**src/rtl/wb_spi_pkg.sv**
```systemverilog
// Register map, STATUS/CTRL bit positions and FSM encoding shared by the
// Wishbone SPI slave and anything else that talks to its register file.
package wb_spi_pkg;

    localparam logic [2:0] ADR_DATA   = 3'd0;
    localparam logic [2:0] ADR_STATUS = 3'd1;
    localparam logic [2:0] ADR_CTRL   = 3'd2;
    localparam logic [2:0] ADR_IDLE   = 3'd3;

    localparam int STAT_RX_FULL  = 0;
    localparam int STAT_TX_EMPTY = 1;
    localparam int STAT_OVR      = 2;
    localparam int STAT_UDR      = 3;
    localparam int STAT_BUSY     = 4;

    localparam int CTRL_IE_RX  = 0;
    localparam int CTRL_IE_TX  = 1;
    localparam int CTRL_IE_OVR = 2;

    localparam logic [7:0] IDLE_RESET = 8'hFF;

    typedef enum logic [1:0] {
        S_IDLE  = 2'd0,
        S_LOAD  = 2'd1,
        S_SHIFT = 2'd2
    } spi_state_t;

    function automatic logic [31:0] pack_status(
        input logic busy,
        input logic udr,
        input logic ovr,
        input logic tx_empty,
        input logic rx_full
    );
        logic [31:0] w;
        w                = '0;
        w[STAT_BUSY]     = busy;
        w[STAT_UDR]      = udr;
        w[STAT_OVR]      = ovr;
        w[STAT_TX_EMPTY] = tx_empty;
        w[STAT_RX_FULL]  = rx_full;
        return w;
    endfunction

endpackage

```
**src/rtl/spi_sync.sv**
```systemverilog
// N-stage synchroniser for an asynchronous SPI pin, with single-cycle
// rise/fall pulses taken from the last two synchronised samples.
module spi_sync #(
    parameter int   N       = 2,
    parameter logic RST_VAL = 1'b0
) (
    input  logic clk,
    input  logic reset,
    input  logic d,
    output logic rise,
    output logic fall
);

    logic [N-1:0] chain;
    logic         prev;

    always_ff @(posedge clk or posedge reset) begin
        if (reset) begin
            chain <= {N{RST_VAL}};
            prev  <= RST_VAL;
        end else begin
            chain[0] <= d;
            for (int i = 1; i < N; i++) begin
                chain[i] <= chain[i-1];
            end
            prev <= chain[N-1];
        end
    end

    assign rise = chain[N-1] & ~prev;
    assign fall = ~chain[N-1] & prev;

endmodule

```
**src/rtl/wb_spi_slave.sv**
```systemverilog
// Mode-0 SPI slave with a Wishbone register file: one RX and one TX byte
// buffer, an idle fill byte for underruns and a level interrupt.
//
// state   | meaning
// S_IDLE  | chip select high, no transfer
// S_LOAD  | one cycle after CS fall; shift register takes TX byte or idle fill
// S_SHIFT | byte transfer in progress, driven by synchronised SCK edges
module wb_spi_slave
    import wb_spi_pkg::*;
#(
    parameter int SYNC_STAGES = 2
) (
    input  logic        clk,
    input  logic        reset,
    input  logic [31:0] wb_adr_i,
    input  logic [31:0] wb_dat_i,
    output logic [31:0] wb_dat_o,
    input  logic [3:0]  wb_sel_i,
    input  logic        wb_cyc_i,
    input  logic        wb_stb_i,
    input  logic        wb_we_i,
    output logic        wb_ack_o,
    input  logic        spi_sck,
    input  logic        spi_cs_n,
    input  logic        spi_mosi,
    output logic        spi_miso,
    output logic        irq
);

    spi_state_t state, state_next;

    logic sck_rise, sck_fall, cs_rise, cs_fall;
    logic [SYNC_STAGES-1:0] mosi_chain;
    logic mosi_sync;

    logic       ack, access, wr, rd, tx_wr, rx_rd;
    logic [2:0] adr;

    logic [7:0] tx_buf, rx_buf, rx_shift, sreg, idle_byte, rx_byte;
    logic [2:0] bitcount, ctrl;
    logic       tx_empty, rx_full, ovr, udr, busy;
    logic       do_load, do_rise, do_fall, reload, byte_done;
    logic       unused_bits;

    spi_sync #(.N(SYNC_STAGES), .RST_VAL(1'b0)) u_sck_sync (
        .clk   (clk),
        .reset (reset),
        .d     (spi_sck),
        .rise  (sck_rise),
        .fall  (sck_fall)
    );

    spi_sync #(.N(SYNC_STAGES), .RST_VAL(1'b1)) u_cs_sync (
        .clk   (clk),
        .reset (reset),
        .d     (spi_cs_n),
        .rise  (cs_rise),
        .fall  (cs_fall)
    );

    always_ff @(posedge clk or posedge reset) begin
        if (reset) begin
            mosi_chain <= '0;
        end else begin
            mosi_chain[0] <= spi_mosi;
            for (int i = 1; i < SYNC_STAGES; i++) begin
                mosi_chain[i] <= mosi_chain[i-1];
            end
        end
    end

    assign mosi_sync = mosi_chain[SYNC_STAGES-1];

    always_ff @(posedge clk or posedge reset) begin
        if (reset) state <= S_IDLE;
        else       state <= state_next;
    end

    always_comb begin
        state_next = state;
        do_load    = 1'b0;
        do_rise    = 1'b0;
        do_fall    = 1'b0;
        if (cs_rise) begin
            state_next = S_IDLE;
        end else begin
            case (state)
                S_IDLE:  if (cs_fall) state_next = S_LOAD;
                S_LOAD: begin
                    do_load    = 1'b1;
                    state_next = S_SHIFT;
                end
                S_SHIFT: begin
                    do_rise = sck_rise;
                    do_fall = sck_fall;
                end
                default: state_next = S_IDLE;
            endcase
        end
    end

    assign access    = wb_stb_i & wb_cyc_i & ~ack;
    assign wr        = access & wb_we_i;
    assign rd        = access & ~wb_we_i;
    assign adr       = wb_adr_i[4:2];
    assign tx_wr     = wr & (adr == ADR_DATA);
    assign rx_rd     = rd & (adr == ADR_DATA);
    assign busy      = (state != S_IDLE);
    assign rx_byte   = {rx_shift[6:0], mosi_sync};
    assign byte_done = do_rise & (bitcount == 3'd7);
    // bitcount has wrapped to 0 only on the falling edge that closes a byte
    assign reload    = do_load | (do_fall & (bitcount == 3'd0));

    always_ff @(posedge clk or posedge reset) begin
        if (reset) begin
            ack       <= 1'b0;
            wb_dat_o  <= '0;
            tx_buf    <= '0;
            rx_buf    <= '0;
            rx_shift  <= '0;
            sreg      <= '0;
            bitcount  <= '0;
            idle_byte <= IDLE_RESET;
            ctrl      <= '0;
            tx_empty  <= 1'b1;
            rx_full   <= 1'b0;
            ovr       <= 1'b0;
            udr       <= 1'b0;
        end else begin
            ack <= wb_stb_i & wb_cyc_i;

            if (rd) begin
                case (adr)
                    ADR_DATA:   wb_dat_o <= {24'd0, rx_buf};
                    ADR_STATUS: wb_dat_o <= pack_status(busy, udr, ovr, tx_empty, rx_full);
                    ADR_CTRL:   wb_dat_o <= {29'd0, ctrl};
                    ADR_IDLE:   wb_dat_o <= {24'd0, idle_byte};
                    default:    wb_dat_o <= '0;
                endcase
            end

            if (wr) begin
                case (adr)
                    ADR_DATA: begin
                        tx_buf   <= wb_dat_i[7:0];
                        tx_empty <= 1'b0;
                    end
                    ADR_STATUS: begin
                        if (wb_dat_i[STAT_UDR]) udr <= 1'b0;
                        if (wb_dat_i[STAT_OVR]) ovr <= 1'b0;
                    end
                    ADR_CTRL: ctrl      <= wb_dat_i[2:0];
                    ADR_IDLE: idle_byte <= wb_dat_i[7:0];
                    default: ;
                endcase
            end

            if (rx_rd) rx_full <= 1'b0;

            if (cs_rise) begin
                bitcount <= '0;
                rx_shift <= '0;
            end

            if (do_rise) begin
                rx_shift <= rx_byte;
                bitcount <= bitcount + 3'd1;
            end

            // A read landing on completion gets the old byte and keeps rx_full set
            if (byte_done) begin
                rx_buf  <= rx_byte;
                rx_full <= 1'b1;
                if (rx_full && !rx_rd) ovr <= 1'b1;
            end

            if (do_fall && bitcount != 3'd0) sreg <= {sreg[6:0], 1'b0};

            if (reload) begin
                if (tx_wr) begin
                    sreg     <= wb_dat_i[7:0];
                    tx_empty <= 1'b1;
                end else if (!tx_empty) begin
                    sreg     <= tx_buf;
                    tx_empty <= 1'b1;
                end else begin
                    sreg <= idle_byte;
                    udr  <= 1'b1;
                end
            end
        end
    end

    assign wb_ack_o = wb_stb_i & wb_cyc_i & ack;
    assign spi_miso = busy & ~spi_cs_n & sreg[7];
    assign irq      = (rx_full & ctrl[CTRL_IE_RX]) | (tx_empty & ctrl[CTRL_IE_TX]) |
                      (ovr & ctrl[CTRL_IE_OVR]);

    assign unused_bits = ^{wb_adr_i[31:5], wb_adr_i[1:0], wb_dat_i[31:8], wb_sel_i};

endmodule
```
**config.mk**
```make
export PLATFORM = sky130hd
export DESIGN_NAME = wb_spi_slave
export DESIGN_NICKNAME = d
export VERILOG_FILES = /design/src/rtl/wb_spi_pkg.sv /design/src/rtl/spi_sync.sv /design/src/rtl/wb_spi_slave.sv
export SDC_FILE = /design/constraint.sdc
export NUM_CORES = 1
export LEC_CHECK = 0
export ABC_AREA = 1
export BUFFER_PORTS_ARGS = -buffer_cell sky130_fd_sc_hd__buf_2
export CAP_MARGIN = 20
export CORE_UTILIZATION = 40
export DETAILED_ROUTE_END_ITERATION = 8
export PLACE_DENSITY = 0.68
export SYNTH_ARGS = -nofsm -noshare
export SYNTH_HDL_FRONTEND = slang
export SYNTH_HIERARCHICAL = 1
export SYNTH_SLANG_ARGS = --single-unit
```
**constraint.sdc**
```tcl
create_clock -name clk -period 3.3 [get_ports clk]
set_clock_uncertainty 0.05 [all_clocks]
set_input_delay 0.33 -clock clk [delete_from_list [all_inputs] [get_ports clk]]
set_output_delay 0.33 -clock clk [all_outputs]
set_load 0.05 [all_outputs]
```
==> qor.csv, run 1 <==
stage;metric;value;unit
critical_path;Buf/Inv on CP;1;
drt;DRC;0;
placed_design;post-placement cell area;3530;um^2
drt;vias per cell;4.65;
global_route;number of antenna violations at the first check in global routing;0;
synth;most common flop cell mapped by yosys;dfrtp_1;
floorplanning;die width;94.0;um
critical_path;CP max FO;19;
critical_path;Critical Path AT;1530;ps
drt;first-pass iteration count of the detailed router;4;
clock_network;Bufs on Longest Clock Path;2;
critical_path;Critical Path Slowest Stage Cell;dfstp_2;
drt;total routed wirelength;6490;um
sta;Final Max Tran Viols;0;
synth;Syn Area/Cell;8.37;um^2
floorplanning;Ports;111;
placed_design;RD Place Congestion;0.853;
synth;top post-synthesis cells by area;dfrtp_1 (41%), nand2_1 (15%), dfstp_2 (9.3%);
layout;layout cells sized above 1;20.3;%
synth;Post-Synth Simple-Gate Area;26.0;%
synth;Post-synth EDFFs;0;
global_route;total track usage;16.6;%
synth;Synth Area in Adders;1.11;%
layout;Fill cells;836;
synth;post-synthesis mux area share;0;%
critical_path;critical path capture point type;primary output;
clock_network;post-CTS sizing;0;
drt;drt wl/cell;11.8;um
synth;asr flop ratio synth;100;%
synth;Synth area leader;dfrtp_1;
synth;Synth Area in Compound Gates;8.44;%
sta;setup TNS;0;ps
synth;main combinational cell family by area after synthesis;simple AND/OR/NAND/NOR gates;
layout;design area;3780;um^2
layout;Reg area;1720;um^2
clock_network;CTS tree;built;
synth;post-synthesis sequential area ratio;50.8;%
status;status;complete, no violations;
power_and_ir_drop;P_sw;0.709;mW
global_route;largest net degree at the start of global routing;63;
critical_path;crit path kind;flop to primary output;
clock_network;post-CTS setup buffers;0;
synth;post-synthesis instance area;3380;um^2
clock_network;clk_lat worst skew;350;ps
floorplanning;Core ar.;8220;um^2
drt;DRT iter0 DRCs;111;
global_route;total gr overflow;0;
sta;fmax;525;MHz
flow_run;max-cap violation count;0;
critical_path;CP Data Required Time;2920;ps
power_and_ir_drop;Power Total;2.30;mW
layout;most common cell after layout, fill and taps aside;nand2_1;
drt;Routed Antenna Nets;0;
power_and_ir_drop;Max VDD drop;0.230;mV
global_route;vias in the first global route;2444;
sta;relative slew slack;47.7;%
layout;ant diodes;0;
sta;Final Critical Period;1910;ps
critical_path;startpoint types;flop;
power_and_ir_drop;Lkg Pwr;1.99;nW
power_and_ir_drop;Comb power frac;19.1;%
floorplanning;die area;8830;um^2
critical_path;Largest stage delay, worst path;720;ps
power_and_ir_drop;P_int;1.59;mW
power_and_ir_drop;sequential share of power;45.0;%
synth;Ys Warns;6;
layout;most frequent cells in the layout;nand2_1 (132), dfrtp_1 (56), inv_1 (53);
synth;Cell variety after synth;30;
layout;multi-input logic area;1290;um^2
clock_network;Inserted Clock Buffers;9;
synth;Synth Area in XOR/XNOR;0;%
sta;Fin. Hold Viols;0;
critical_path;CP cell instances;nand2_1 > nand3_1 > buf_2;
clock_network;CTS root buf;clkbuf_8;
layout;Nets;518;
synth;#FFs+latches synth;68;
power_and_ir_drop;PD cells;609;nW/um^2
floorplanning;Site Rows;33;
synth;Synth top area share;41.4;%
clock_network;Sink Count;68;
synth;Mapped Cells;404;
power_and_ir_drop;Clk pwr share;35.9;%
layout;Syn-to-layout area delta;11.7;%
sta;RSZ-0062 raised after global routing;false;
sta;endpoints failing setup;0;
clock_network;H-Tree Depth;3;
sta;Worst Tran Pin Value;784;ps
floorplanning;Die Y;94.0;um
placed_design;Port Buf Inserts;29;
min_path;Hold WC Path Type;primary input to flop;
sta;period utilization;57.7;%
critical_path;CP top delay family;flip-flops;
power_and_ir_drop;sw frac;30.9;%
floorplanning;initial core utilization;41.2;%
global_route;first-pass GRT wire length;11200;um
clock_network;clk slew on worst S/H paths;70;ps
placed_design;Post-DP HPWL;4640;um
sta;hold_ws;37.4;ps
drt;Vias;2553;
clock_network;Post-CTS Hold Fix Bufs;1;
logic make-up after synthesis:
| kind of cell | after synthesis |
|---|---|
| AOI/OAI and AO/OA | 48 |
| and+or+nand+nor | 192 |
| adders and majority gates | 3 |
| other | 1 |
| DFF | 68 |
| buffers and inverters | 92 |
layout make-up:
cell class / count / area share [%]
Clock buffer: 9 / 3.28
Clock inverter: 7 / 3.05
Inverter: 62 / 6.16
Multi-Input combinational cell: 267 / 34.3
Sequential cell: 68 / 45.5
Tap cell: 105 / 3.48
Timing Repair Buffer: 31 / 4.31
flip-flops by register name, indices dropped and copies added (netlist names), 2 cells and up:
register / count
ctrl: 3
sreg: 8
mosi_chain: 2
tx_buf: 8
rx_buf: 8
u_cs_sync/chain: 2
state: 2
u_sck_sync/chain: 2
idle_byte: 8
bitcount: 3
wb_dat_o: 8
rx_shift: 7
through the flow:
stage          worst slack, ps  std cells  util, %
2_1_floorplan             1390        427        -
3_3_place_gp              1570        532     42.9
3_5_place_dp              1550        532     42.9
4_1_cts                   1370        549     46.0
5_1_grt                   1290        549     46.0
6_report                  1390        549     46.0
synthesized netlist by cell type, types with 2 or more instances:
master    count
a21oi_1       3
a22o_1        3
buf_2         3
buf_4        25
buf_6         2
clkinv_1      2
dfrtp_1      56
dfstp_2      12
ha_1          3
inv_1        54
inv_2         6
nand2_1     132
nand2_2       6
nand2_4       2
nand3_1      24
nand3_2       4
nand4_1       3
nor2_1       12
nor2_2        3
nor2_4        2
nor3_4        2
o21ai_0      28
o21ai_1       2
o21ai_2       3
o22ai_1       7
routing by layer:
layer,track usage (%),share of wire (%)
met1,21.6,47
met4,7.44,1.9
met2,26.9,47
met5,0,0
met3,2.99,3.8
worst paths after layout:
path | slack (ps) | from | to | cells past startpoint
hold reg to reg | 300 | mosi_chain[0] | mosi_chain[1] | 0
max in group asynchronous | 1980 | reset | sreg[1] | 4
hold / removal | 40 | spi_sck | u_sck_sync/chain[0] | 1
setup reg to reg | 1540 | u_cs_sync/chain[1] | sreg[3] | 9
setup / recovery | 1390 | tx_empty | irq | 3
min in group asynchronous | 350 | reset | u_sck_sync/prev | 3
power by group through the flow:
stage	clock network, mW	logic [mW]	registers, mW
after global placement	0	0.424	1.04
after floorplan	0	0.356	1.05
after detailed placement	0	0.438	1.05
after global routing	0.874	0.499	1.05
after CTS	0.844	0.443	1.03
final	0.826	0.439	1.03
(Power assumes the default switching activity.)
==> inputs of run 2 (changes only) <==
ABC_AREA = 0   (was 1)
clock period = 1.8 ns   (was 3.3 ns; I/O delays follow)
==> run 2 against run 1 <==
First-iteration DRC count grew 5.4%. Utilization rose by 2.2 points. Sequential power rose by 83%. Sequential share of layout area rose by 0.15 points. Combinational power rose by 68%. Clock-buffer cell count rose by 3. Wire length decreased by 10%. Non-clock buffer count rose by 11. Setup slack lost 1300 ps. Final cell count down 26%. Critical path type unchanged. Largest power group unchanged. Highest routed layer unchanged.
==> qor.csv, run 2 <==
stage;metric;value;unit
clock_network;CTS root buf;clkbuf_8;
critical_path;startpoint types;flop;
synth;post-synthesis sequential area ratio;52.5;%
global_route;total gr overflow;0;
synth;#FFs+latches synth;68;
clock_network;Sink Count;68;
global_route;number of antenna violations at the first check in global routing;0;
placed_design;Port Buf Inserts;29;
drt;Routed Antenna Nets;0;
synth;Ys Warns;6;
layout;most common cell after layout, fill and taps aside;dfrtp_1;
global_route;first-pass GRT wire length;9900;um
synth;Cell variety after synth;44;
sta;RSZ-0062 raised after global routing;false;
clock_network;Post-CTS Hold Fix Bufs;4;
critical_path;critical path capture point type;primary output;
critical_path;crit path kind;flop to primary output;
clock_network;CTS tree;built;
power_and_ir_drop;P_sw;1.13;mW
layout;ant diodes;0;
drt;DRC;0;
clock_network;post-CTS sizing;0;
layout;most frequent cells in the layout;dfrtp_1 (56), buf_2 (29), conb_1 (24);
power_and_ir_drop;P_int;3.02;mW
layout;Core Util, Final;48.2;%
drt;DRT iter0 DRCs;117;
layout;Syn-to-layout area delta;15.1;%
critical_path;R2R Setup Slk;110;ps
floorplanning;Die Y;92.4;um
sta;endpoints failing setup;0;
floorplanning;die width;92.4;um
clock_network;post-CTS setup buffers;0;
power_and_ir_drop;Comb power frac;17.8;%
power_and_ir_drop;PD cells;1110;nW/um^2
clock_network;H-Tree Depth;3;
flow_run;max-cap violation count;0;
clock_network;Inserted Clock Buffers;9;
power_and_ir_drop;Lkg Pwr;1.90;nW
drt;drt wl/cell;14.4;um
synth;Syn Area/Cell;12.7;um^2
layout;Reg area;1720;um^2
power_and_ir_drop;Power Total;4.16;mW
synth;top post-synthesis cells by count;dfrtp_1 (56), buf_4 (24), mux2_1 (19), nand2_1 (17), inv_1 (13);
sta;period utilization;96.4;%
drt;vias per cell;4.88;
floorplanning;Core ar.;7810;um^2
drt;first-pass iteration count of the detailed router;4;
critical_path;CP max FO;11;
floorplanning;die area;8540;um^2
sta;setup TNS;0;ps
sta;Fin. Hold Viols;0;
critical_path;Critical Path AT;1510;ps
global_route;largest net degree at the start of global routing;49;
power_and_ir_drop;sequential share of power;45.1;%
placed_design;RD Place Congestion;0.748;
floorplanning;Ports;111;
synth;Synth top area share;42.9;%
clock_network;Bufs on Longest Clock Path;2;
layout;Fill cells;723;
floorplanning;Site Rows;32;
clock_network;clk slew on worst S/H paths;70;ps
layout;multi-input logic area;1360;um^2
drt;Vias;1980;
layout;layout cells sized above 1;31.3;%
sta;Final Critical Period;1740;ps
power_and_ir_drop;Max VDD drop;0.721;mV
layout;Nets;378;
synth;asr flop ratio synth;100;%
global_route;vias in the first global route;2043;
power_and_ir_drop;Clk pwr share;37.2;%
drt;total routed wirelength;5840;um
synth;Synth area leader;dfrtp_1;
synth;Mapped Cells;257;
floorplanning;initial core utilization;41.9;%
power_and_ir_drop;sw frac;27.3;%
critical_path;CP Data Required Time;1570;ps
synth;most common flop cell mapped by yosys;dfrtp_1;
synth;dominant cell by count in the synthesized netlist;dfrtp_1;
sta;fmax;576;MHz
synth;post-synthesis instance area;3270;um^2
global_route;total track usage;15.1;%
min_path;Hold WC Path Type;primary input to flop;
synth;Post-synth EDFFs;0;
synth;top post-synthesis cells by area;dfrtp_1 (43%), dfstp_2 (9.6%), mux2_1 (6.5%);
placed_design;Post-DP HPWL;4300;um
status;status;complete, no violations;
clock_network;clk_lat worst skew;340;ps
sta;Final Max Tran Viols;0;
==> run 2: worst max-delay path: stages (launching register included) <==
cell and delay [ps]:
dfstp_2 700, a222oi_1 140, inv_1 80, buf_2 250
==> run 2: final timing paths <==
kind | startpoint | to | cells past startpoint
worst max-delay path | tx_empty | irq | 3
min in group asynchronous | reset | u_sck_sync/chain[1] | 3
worst min-delay path | wb_dat_i[4] | idle_byte[4] | 2
worst min register to register | mosi_chain[0] | mosi_chain[1] | 0
worst max register to register | tx_empty | sreg[6] | 3
max in group asynchronous | reset | idle_byte[5] | 4
==> run 2: layout make-up <==
class | count | area share [%]
clock buffer | 12 | 4.12
clock inverter | 4 | 2.53
inverter | 13 | 1.30
multi-input combinational | 165 | 36.0
sequential | 68 | 45.6
tap | 102 | 3.39
timing repair buffer | 42 | 7.05
==> run 2: per-stage QoR <==
step	instances	instance area (um^2)	setup WS (ps)	hold WS, ps
floorplan	280	3360	43.5	-116
global placement	386	3470	183	25.1
detailed placement	386	3470	158	30.0
CTS	406	3760	47.4	33.3
global route	406	3760	11.0	30.8
finish	406	3760	64.1	42.4
==> run 2: power groups by stage <==
stage	registers (mW)	logic, mW	clock network, mW
finish	1.88	0.739	1.55
global route	1.90	0.810	1.64
CTS	1.87	0.745	1.58
detailed placement	1.90	0.734	0
global placement	1.89	0.718	0
floorplan	1.90	0.589	0
==> run 2: metal layers <==
| layer | global-route usage, % | up-vias | routed length (um) |
|---|---|---|---|
| met1 | 19.8 | 982 | 2790 |
| met5 | 0 | - | 0 |
| li1 | - | 940 | - |
| met4 | 3.52 | 0 | 51 |
| met3 | 5.34 | 7 | 252 |
| met2 | 24.0 | 51 | 2740 |
==> run 2: cells by family after synthesis <==
family / after synthesis / synth area share [%]
other: 1 / 0.115
xor gates and xnor gates: 1 / 0.268
adders and majority gates: 3 / 1.15
DFF: 68 / 52.5
and+or+nand+nor: 52 / 10.2
AOI/OAI and AO/OA: 38 / 9.15
muxes: 47 / 17.8
buffers and inverters: 47 / 8.84
